**config.mk**
```make
export PLATFORM = sky130hd
export DESIGN_NAME = keypad_scanner
export DESIGN_NICKNAME = d
export VERILOG_FILES = /design/src/rtl/keypad_scanner.sv
export SDC_FILE = /design/constraint.sdc
export NUM_CORES = 1
export LEC_CHECK = 0
export BUFFER_PORTS_ARGS = -buffer_cell sky130_fd_sc_hd__buf_2
export CAP_MARGIN = 10
export CORE_MARGIN = 10
export CORE_UTILIZATION = 45
export DETAILED_ROUTE_END_ITERATION = 10
export MAX_ROUTING_LAYER = met4
export PLACE_DENSITY_LB_ADDON = 0.25
export SLEW_MARGIN = 5
export SYNTH_ARGS = -nofsm -noshare
export SYNTH_HDL_FRONTEND = slang
export SYNTH_SLANG_ARGS = --single-unit
```
**constraint.sdc**
```tcl
create_clock -name clk -period 2.2 [get_ports clk]
set_clock_uncertainty 0.2 [all_clocks]
set_input_delay 0.44 -clock clk [delete_from_list [all_inputs] [get_ports clk]]
set_output_delay 0.44 -clock clk [all_outputs]
set_load 0.02 [all_outputs]
```
**src/rtl/keypad_scanner.sv**
```systemverilog
`default_nettype none
// ============================================================================
// Module   : keypad_scanner
// Brief    : 5x4 matrix keypad scanner with frame-based debouncing. Drives one
//            active-low row at a time, samples the synchronised active-low
//            columns, reduces each 5-row frame to (hit, lowest code) and
//            debounces that result into a stable keycode / ready level.
// Revision : 1.0 - initial release
// ============================================================================
module keypad_scanner #(
    parameter int SCAN_DIV = 50000,
    parameter int DEBOUNCE = 4
) (
    input  logic       clk,
    input  logic       rst,
    input  logic [3:0] col,
    output logic [4:0] row,
    output logic [4:0] keycode,
    output logic       ready,
    output logic       pressed
);

    localparam int DIV_W = $clog2(SCAN_DIV);
    localparam int CNT_W = $clog2(DEBOUNCE + 1);

    localparam logic [DIV_W-1:0] DIV_LAST   = DIV_W'(SCAN_DIV - 1);
    localparam logic [CNT_W-1:0] DEB_TARGET = CNT_W'(DEBOUNCE);
    localparam logic [CNT_W-1:0] CNT_ONE    = CNT_W'(1);
    localparam logic [2:0]       LAST_ROW   = 3'd4;

    localparam logic [1:0] ST_IDLE        = 2'd0;
    localparam logic [1:0] ST_PRESS_CHK   = 2'd1;
    localparam logic [1:0] ST_HELD        = 2'd2;
    localparam logic [1:0] ST_RELEASE_CHK = 2'd3;

    // Column synchroniser
    logic [3:0]       col_meta;
    logic [3:0]       col_sync;

    // Scan timing
    logic [DIV_W-1:0] dwell;
    logic [2:0]       row_idx;
    logic             sample_now;

    // Per-sample decode of the current row
    logic             col_hit;
    logic [1:0]       col_sel;
    logic [4:0]       row_code;

    // Frame accumulation and the registered per-frame result
    logic             acc_hit;
    logic [4:0]       acc_code;
    logic             frame_valid;
    logic             frame_hit;
    logic [4:0]       frame_code;

    // Debounce state
    logic [1:0]       state;
    logic [CNT_W-1:0] cnt;
    logic [CNT_W-1:0] cnt_inc;
    logic [4:0]       cand;
    logic             key_match;

    // Two-flop synchroniser for the asynchronous column inputs
    always_ff @(posedge clk) begin
        if (rst) begin
            col_meta <= 4'b1111;
            col_sync <= 4'b1111;
        end else begin
            col_meta <= col;
            col_sync <= col_meta;
        end
    end

    assign sample_now = (dwell == DIV_LAST);

    // Dwell counter and row rotation; the row moves on the cycle after its sample
    always_ff @(posedge clk) begin
        if (rst) begin
            dwell   <= '0;
            row_idx <= 3'd0;
            row     <= 5'b11110;
        end else if (sample_now) begin
            dwell <= '0;
            row   <= {row[3:0], row[4]};
            if (row_idx == LAST_ROW) begin
                row_idx <= 3'd0;
            end else begin
                row_idx <= row_idx + 3'd1;
            end
        end else begin
            dwell <= dwell + DIV_W'(1);
        end
    end

    // Lowest active column of the current row, combined with the row index
    always_comb begin
        col_hit = ~(&col_sync);
        col_sel = 2'd0;
        if (!col_sync[0]) begin
            col_sel = 2'd0;
        end else if (!col_sync[1]) begin
            col_sel = 2'd1;
        end else if (!col_sync[2]) begin
            col_sel = 2'd2;
        end else if (!col_sync[3]) begin
            col_sel = 2'd3;
        end
    end

    // row_index*4 + col_index is simply the concatenation of the two indices
    assign row_code = {row_idx, col_sel};

    // Frame accumulator: rows are scanned in ascending order, so the first hit
    // of a frame is automatically the lowest code in it
    always_ff @(posedge clk) begin
        if (rst) begin
            acc_hit     <= 1'b0;
            acc_code    <= 5'd0;
            frame_valid <= 1'b0;
            frame_hit   <= 1'b0;
            frame_code  <= 5'd0;
        end else begin
            frame_valid <= 1'b0;
            if (sample_now) begin
                if (row_idx == LAST_ROW) begin
                    frame_valid <= 1'b1;
                    frame_hit   <= acc_hit | col_hit;
                    frame_code  <= acc_hit ? acc_code : row_code;
                    acc_hit     <= 1'b0;
                    acc_code    <= 5'd0;
                end else if (!acc_hit && col_hit) begin
                    acc_hit  <= 1'b1;
                    acc_code <= row_code;
                end
            end
        end
    end

    assign cnt_inc   = cnt + CNT_ONE;
    assign key_match = frame_hit && (frame_code == keycode);

    // Debounce FSM, advanced once per completed frame
    always_ff @(posedge clk) begin
        if (rst) begin
            state   <= ST_IDLE;
            cnt     <= '0;
            cand    <= 5'd0;
            keycode <= 5'd0;
            ready   <= 1'b0;
            pressed <= 1'b0;
        end else begin
            pressed <= 1'b0;
            if (frame_valid) begin
                case (state)
                    ST_IDLE: begin
                        if (frame_hit) begin
                            if (DEBOUNCE == 1) begin
                                keycode <= frame_code;
                                ready   <= 1'b1;
                                pressed <= 1'b1;
                                state   <= ST_HELD;
                            end else begin
                                cand  <= frame_code;
                                cnt   <= CNT_ONE;
                                state <= ST_PRESS_CHK;
                            end
                        end
                    end
                    ST_PRESS_CHK: begin
                        if (frame_hit && (frame_code == cand)) begin
                            if (cnt_inc == DEB_TARGET) begin
                                keycode <= cand;
                                ready   <= 1'b1;
                                pressed <= 1'b1;
                                state   <= ST_HELD;
                            end else begin
                                cnt <= cnt_inc;
                            end
                        end else if (frame_hit) begin
                            cand <= frame_code;
                            cnt  <= CNT_ONE;
                        end else begin
                            state <= ST_IDLE;
                        end
                    end
                    ST_HELD: begin
                        // A different key while held is treated as a release
                        if (!key_match) begin
                            if (DEBOUNCE == 1) begin
                                ready <= 1'b0;
                                state <= ST_IDLE;
                            end else begin
                                cnt   <= CNT_ONE;
                                state <= ST_RELEASE_CHK;
                            end
                        end
                    end
                    ST_RELEASE_CHK: begin
                        if (key_match) begin
                            state <= ST_HELD;
                        end else if (cnt_inc == DEB_TARGET) begin
                            ready <= 1'b0;
                            state <= ST_IDLE;
                        end else begin
                            cnt <= cnt_inc;
                        end
                    end
                    default: begin
                        state <= ST_IDLE;
                    end
                endcase
            end
        end
    end

endmodule
`default_nettype wire

```
Word-level counts from Yosys, hierarchy flattened. Index checks and enable logic that the tools add are counted.

Latch bits: 0. Bits in read-only memories: 0. Memories kept: 0. Bits of input ports: 6. Memory bits (writable): 0. Register bits: 62. Output and inout port bits: 12.

Add/sub/neg operators: 3. Div/mod/pow operators: 0. Magnitude comparators: 0. Bitwise operators: 6. Multiplexer cells: 34. Equal/unequal tests: 18. Reduce and logical (&&, ||, !) cells: 19. Multipliers: 0. Shift operators: 0.

Operators by type and width (number): $mux W5 (5); $mux W2 (11); $mux W3 (6); $add A16 B1 Y16 const B (1); $eq A16 B16 Y1 const B (1); $ne A2 B2 Y1 const B (7); $pmux W3 S4 (1); $reduce_and A6 Y1 (2); $eq A5 B5 Y1 (2); $pmux W5 S2 (1); $ne A3 B3 Y1 const B (3); $mux W1 (8); $pmux W2 S4 (1); $reduce_and A4 Y1 (2); $add A3 B1 Y3 const B (2); $eq A3 B3 Y1 const B (2); $reduce_and A3 Y1 (2); $reduce_bool A2 Y1 (3); $not A1 Y1 (5); $eq A2 B2 Y1 const B (2); $reduce_and A2 Y1 (2); $reduce_or A2 Y1 (2); $reduce_or A4 Y1 (1); $logic_and A1 B1 Y1 (3); other kinds (5) (5).

Longest topological paths before layout. Gate-level depths: netlist (run 1).

Word-level depth: 6. Depth in mapped cells: 7.

Worst setup path before layout (run 1). Ideal clock, no wire load.

Kind: flip-flop to flip-flop. From: register dwell[0]. To: register acc_code[0]. Setup slack: 0.374 ns. Required time: 1.872 ns. Setup time: 0.128 ns. Clock period less this slack: 1.826 ns. Stages on the path, launching flop included: 8. Data arrival time: 1.498 ns. Path buffers: 1. Cells stage by stage: dfxtp_1 > ha_1 > and3_1 > and4_1 > buf_4 > nand2_1 > a22oi_1 > nor2_1.

Longest elaborated chain between the ends: 2.

Ends and longest elaborated chain: from (decl) (line 41) `logic [DIV_W-1:0] dwell;`; from (signal assigned) (line 92) `dwell <= dwell + DIV_W'(1);`; $eq A16 B16 Y1 (line 75) `assign sample_now = (dwell == DIV_LAST);`; $reduce_and A2 Y1 (no line); to (signal assigned) (line 134) `acc_code <= row_code;`; to (decl) (line 52) `logic [4:0] acc_code;`.

No other way between the ends. A chain may end at the register's enable or synchronous reset.

Worst setup path in the final report (run 1).
From: register dwell[0]. To: register acc_code[1].

The elaborated chain is that of the path after synthesis.

==> results.sh, run 1 <==
export IMPL_drv_cap=0
export IMPL_slowest_stage="dfxtp_1"
export IMPL_remaining_drc_errors=0
export IMPL_chipHeight_um=97.8
export IMPL_fin_crit_ns=1.96
export IMPL_dr_first_iter_drc_count=78
export IMPL_worstPathMaxFanout=9
export IMPL_p_per_area_nw_per_um2=754
export IMPL_slowest_delay_ns=0.35
export IMPL_synth_area_leader_cell="dfxtp_1"
export IMPL_ys_seq_area_frac=0.456
export IMPL_design_die_area_um2=9560
export IMPL_wl_per_cell_um=12.9
export IMPL_place_area_um2=2890
export IMPL_first_global_vias=2030
export IMPL_boundaryPins=18
export IMPL_path_class="flip-flop to flip-flop"
export IMPL_grt_pass1_wl_um=9090
export IMPL_root_buffer="clkbuf_8"
export IMPL_synth_cell_area_um2=2720
export IMPL_wl_um=5180
export IMPL_setup_ws_ns=0.244
export IMPL_areaGrowthSynthToFinish_pct=14.9
export IMPL_crit_path_end_kind="flip-flop"
export IMPL_vias_per_cell=5.25
export IMPL_rr_endpoint="acc_code[1]"
export IMPL_status="completed"
export IMPL_final_area_um2=3130
export IMPL_syn_inst=300
export IMPL_clk_latency_ns=0.34
export IMPL_clk_pin_slew_ns=0.07
export IMPL_cts_tree="built"
export IMPL_start_util=0.463
export IMPL_antenna_found_initial=0
export IMPL_dpl_worst_slack_ns=0.196
export IMPL_p_leak_nw=1.24
export IMPL_synthTopCellsByArea="dfxtp_1 46%, nor2_1 6.8%, mux2i_1 5.1%"
export IMPL_drtPass1Iterations=4
export IMPL_synth_seq_cells=62
export IMPL_fmax_ghz=0.511
export IMPL_dp_hpwl_um=3560
export IMPL_synth_top_area_frac=0.456
export IMPL_cts_buffers=9
export IMPL_track_usage=0.117
export IMPL_crit_end="acc_code[1]"
export IMPL_relSlewSlack=0.729
export IMPL_cp_start_kind="flip-flop"
export IMPL_layout_drive_gt1_share=0.168
export IMPL_r2r_setup_slack_ns=0.24
export IMPL_synth_main_ff_cell="dfxtp_1"
export IMPL_yosysWarningCount=0
export IMPL_cts_sinks=62
export IMPL_rsz0062_at_grt="false"
export IMPL_fin_crit_sh=0.889
export IMPL_tightest_slew_ns=0.404
export IMPL_grt_overflow=0
export IMPL_r2r_start="dwell[0]"
export IMPL_setup_worst_path_start="dwell[0]"
export IMPL_hold_violations=0
export IMPL_rows=28
export IMPL_htreeDepth=3
export IMPL_critPathRequiredTime_ns=2.28
export IMPL_syn_avg_cell_area_um2=9.08
export IMPL_crit_chain="ha_1 > and3_1 > nand4_4 > nor3b_4 > nand4_1 > a21oi_1"
export IMPL_async_reset_ff_frac=0
export IMPL_vdd_drop_max_mv=0.340
export IMPL_clock_path_buffers=2
export IMPL_die_w_um=97.8
export IMPL_routabilityCongestion=0.851
export IMPL_yosysUniqueCellTypes=42
export IMPL_cts_hold_buf=0
export IMPL_min_path_type="input pin to flip-flop"
export IMPL_grt_max_degree=28
export IMPL_synth_nets=312
export IMPL_nets=335
export IMPL_drv_slew=0
export IMPL_num_vias=2115
export IMPL_synth_edf_count=0
export IMPL_arrival_ns=2.03
export IMPL_diodes=0
export IMPL_fin_hold_ws_ns=0.0735
export IMPL_setup_viol=0
export IMPL_fp_coreArea_um2=5890
export IMPL_portBuffers=17
export IMPL_antenna_left=0
export IMPL_fin_setup_tns_ns=0
export IMPL_r2r_worst_path_cells=6
## metal layers
| layer | wire, µm | up-vias | GRT usage |
|---|---|---|---|
| met5 | 0 | - | - |
| met4 | 128 | 0 | 0.0671 |
| met3 | 280 | 12 | 0.0444 |
| met2 | 2240 | 42 | 0.165 |
| met1 | 2530 | 985 | 0.138 |
| li1 | - | 1076 | - |
## worst max-delay path, delay by kind of cell (launching register included)
kind / cells / cell delay [ns]
AO/OA/AOI/OAI: 1 / 0.14
AND/OR/NAND/NOR: 4 / 0.99
flip-flops: 1 / 0.35
adder cells (fa/ha/maj): 1 / 0.20
## flip-flops by register name, summed over array words and instances, names as in the netlist, 4 cells and up
register / count
row: 5
frame_code: 5
col_meta: 4
keycode: 5
dwell: 16
col_sync: 4
cand: 5
acc_code: 5
## Yosys cell counts, types with 2 or more instances
cell / count
o21ai_0: 10
nand2_1: 30
nand4_1: 5
a21oi_1: 14
and4bb_2: 2
nand3b_1: 6
nor2_1: 49
or3_1: 4
or2_2: 8
nor3_1: 7
and3_1: 3
a211oi_1: 6
xor2_1: 9
ha_1: 6
xnor2_1: 13
nand3_1: 8
dfxtp_1: 62
nand2b_1: 4
nand4_4: 2
a22oi_1: 3
clkbuf_1: 7
mux2i_1: 14
inv_1: 9
## stage by stage
stage | power [mW] | utilization | instances
floorplan | 1.20 | - | 300
global placement | 1.22 | 0.491 | 387
detailed placement | 1.22 | 0.491 | 387
CTS | 2.38 | 0.531 | 403
global route | 2.44 | 0.531 | 403
finish | 2.36 | 0.531 | 403
## power by group
group,switching (mW),internal (mW),leakage [nW]
sequential,0.00678,1.13,0.502
combinational,0.0319,0.0210,0.623
clock,0.436,0.729,0.120
## area by class of cell
class	count	area, µm²
multi-input combinational	219	1400
clock inverter	3	65.1
timing repair buffer	22	123
tap	75	93.8
inverter	9	33.8
clock buffer	13	169
sequential	62	1240
fill	562	2760
## worst min path at each step
stage               cells after the start  slack (ns)     endpoint   startpoint
floorplan                               1        0.19  col_sync[0]  col_meta[0]
global placement                        1        0.19  col_sync[3]  col_meta[3]
detailed placement                      1        0.19  col_sync[0]  col_meta[0]
CTS                                     2        0.06  col_meta[3]       col[3]
global route                            2        0.06  col_meta[0]       col[0]
finish                                  2        0.07  col_meta[3]       col[3]
## kinds of logic after synthesis
group	Yosys count	synth area share
AOI/OAI and AO/OA	41	0.0928
xor gates and xnor gates	22	0.0708
adders and majority gates	6	0.0276
buffers and inverters	19	0.0308
DFF	62	0.456
muxes	14	0.0515
and+or+nand+nor	136	0.271
## repair_timing
| action | 4_1_cts | 5_1_grt |
|---|---|---|
| setup endpoints to repair | 0 | 5 |
| setup buffers | 0 | 0 |
| gates resized for setup | 0 | 1 |
## cells in the final DEF (no fill, tap or decap), types with 2 or more instances in the layout
cell / synthesis / final
bufinv_16: 0 / 2
buf_2: 1 / 17
a21oi_1: 14 / 14
clkbuf_8: 0 / 12
inv_1: 9 / 9
nand2b_1: 4 / 4
a211oi_1: 6 / 6
mux2i_1: 14 / 14
xnor2_1: 13 / 13
nor2_1: 49 / 49
dfxtp_1: 62 / 62
or2_2: 8 / 8
buf_4: 1 / 5
o21ai_0: 10 / 10
nand4_4: 2 / 2
ha_1: 6 / 6
nand3b_1: 6 / 6
and4bb_2: 2 / 2
or3_1: 4 / 4
nand4_1: 5 / 5
nor3_1: 7 / 7
nand3_1: 8 / 7
and3_1: 3 / 3
a22oi_1: 3 / 3
nand2_1: 30 / 30
xor2_1: 9 / 9
No activity file was read; power rests on OpenSTA's default activity.
==> run 2, diff against run 1 <==
--- a/config.mk
+++ b/config.mk
@@ -12,6 +12,7 @@
 export DETAILED_ROUTE_END_ITERATION = 10
 export MAX_ROUTING_LAYER = met4
 export PLACE_DENSITY_LB_ADDON = 0.25
+export RECOVER_POWER = 50
 export SLEW_MARGIN = 5
 export SYNTH_ARGS = -nofsm -noshare
 export SYNTH_HDL_FRONTEND = slang
==> results.sh, run 2 (synthesized netlist as in run 1, its figures left out) <==
export IMPL_status="completed"
export IMPL_fin_hold_ws_ns=0.0740
export IMPL_cp_start_kind="flip-flop"
export IMPL_chipHeight_um=97.8
export IMPL_drtPass1Iterations=7
export IMPL_antenna_found_initial=0
export IMPL_min_path_type="input pin to flip-flop"
export IMPL_diodes=0
export IMPL_nets=335
export IMPL_drv_cap=0
export IMPL_rows=28
export IMPL_tightest_slew_ns=0.959
export IMPL_arrival_ns=2.03
export IMPL_dp_hpwl_um=3560
export IMPL_largest_reg_flops=16
export IMPL_fin_setup_tns_ns=0
export IMPL_cts_hold_buf=0
export IMPL_cts_sinks=62
export IMPL_vdd_drop_max_mv=0.340
export IMPL_slowest_stage="dfxtp_1"
export IMPL_clk_latency_ns=0.34
export IMPL_dr_first_iter_drc_count=91
export IMPL_critPathTopFamily="simple AND/OR/NAND/NOR gates"
export IMPL_cts_buffers=9
export IMPL_track_usage=0.117
export IMPL_slowest_delay_ns=0.35
export IMPL_grt_max_degree=28
export IMPL_worstPathMaxFanout=9
export IMPL_clock_path_buffers=2
export IMPL_p_total_mw=2.36
export IMPL_wl_per_cell_um=12.9
export IMPL_grt_overflow=0
export IMPL_areaGrowthSynthToFinish_pct=14.0
export IMPL_clk_pin_slew_ns=0.07
export IMPL_die_w_um=97.8
export IMPL_critPathBufInv=0
export IMPL_remaining_drc_errors=0
export IMPL_routabilityCongestion=0.851
export IMPL_setup_viol=0
export IMPL_fmax_ghz=0.509
export IMPL_cts_setup_buffers=0
export IMPL_mostFrequentLayoutCells="62 x dfxtp_1, 49 x nor2_1, 30 x nand2_1"
export IMPL_final_common_cell="dfxtp_1"
export IMPL_fin_crit_ns=1.96
export IMPL_crit_path_end_kind="flip-flop"
export IMPL_rsz0062_at_grt="false"
export IMPL_drv_slew=0
export IMPL_design_die_area_um2=9560
export IMPL_grt_pass1_wl_um=9090
export IMPL_p_leak_nw=1.20
export IMPL_first_global_vias=2030
export IMPL_vias_per_cell=5.19
export IMPL_hold_violations=0
export IMPL_fp_coreArea_um2=5890
export IMPL_portBuffers=17
export IMPL_p_per_area_nw_per_um2=760
export IMPL_antenna_left=0
export IMPL_boundaryPins=18
export IMPL_fin_crit_sh=0.893
export IMPL_largest_register="dwell"
export IMPL_critPathRequiredTime_ns=2.27
export IMPL_num_vias=2093
export IMPL_cts_tree="built"
export IMPL_layout_drive_gt1_share=0.125
export IMPL_root_buffer="clkbuf_8"
export IMPL_start_util=0.463
export IMPL_fill_cells=573
export IMPL_wl_um=5180
export IMPL_htreeDepth=3
export IMPL_relSlewSlack=0.361
export IMPL_path_class="flip-flop to flip-flop"
export IMPL_crit_chain="ha_1 > and3_1 > nand4_4 > nor3b_4 > nand4_1 > a21oi_1"
==> run 2: cell count changes in the layout (fill, tap and decap cells not counted), sizes merged <==
cell,before,now
buf,22,6
clkbuf,13,29
==> run 2: per-stage QoR <==
stage                     area (µm²)  std cells   util  worst slack, ns
after floorplan                 2720        300      -            0.374
after global placement          2890        387  0.491            0.278
after detailed placement        2890        387  0.491            0.196
after CTS                       3120        403  0.531            0.172
after global routing            3100        403  0.527           0.0636
final                           3100        403  0.527            0.235
==> run 2: what timing repair did <==
item                       in CTS  in global routing
setup endpoints to repair       0                  5
resized for setup               0                  1
hold endpoints to repair        0                  0
==> run 2: final cells by class <==
cell class | count | area [µm²] | area share
well taps | 75 | 93.8 | 0.0302
flip-flops and latches | 62 | 1240 | 0.400
clock inverters | 3 | 65.1 | 0.0210
inverters | 9 | 33.8 | 0.0109
clock buffers | 13 | 169 | 0.0544
multi-input cells | 219 | 1400 | 0.452
repair buffers | 22 | 97.6 | 0.0315
==> run 2: where the power goes <==
part           switching, mW  internal (mW)
combinational         0.0318         0.0196
sequential           0.00678           1.13
clock                  0.436          0.729
total                  0.475           1.88
==> run 2: path summary, 6_finish.rpt <==
kind | startpoint | end | slack (ns) | cells after the start
hold / removal | col[3] | col_meta[3] | 0.07 | 2
hold reg to reg | col_meta[0] | col_sync[0] | 0.21 | 1
setup reg to reg | dwell[0] | acc_code[1] | 0.24 | 6
setup / recovery | dwell[0] | acc_code[1] | 0.24 | 6
==> run 2: layer usage <==
metal  wire length [µm]  GRT usage  up-vias  part of all wire
li1                   -          -     1077                 -
met1               2550      0.138      968              0.49
met2               2250      0.165       36              0.43
met3                256     0.0444       12             0.049
met4                128     0.0671        0             0.025
met5                  0          -        -                 0
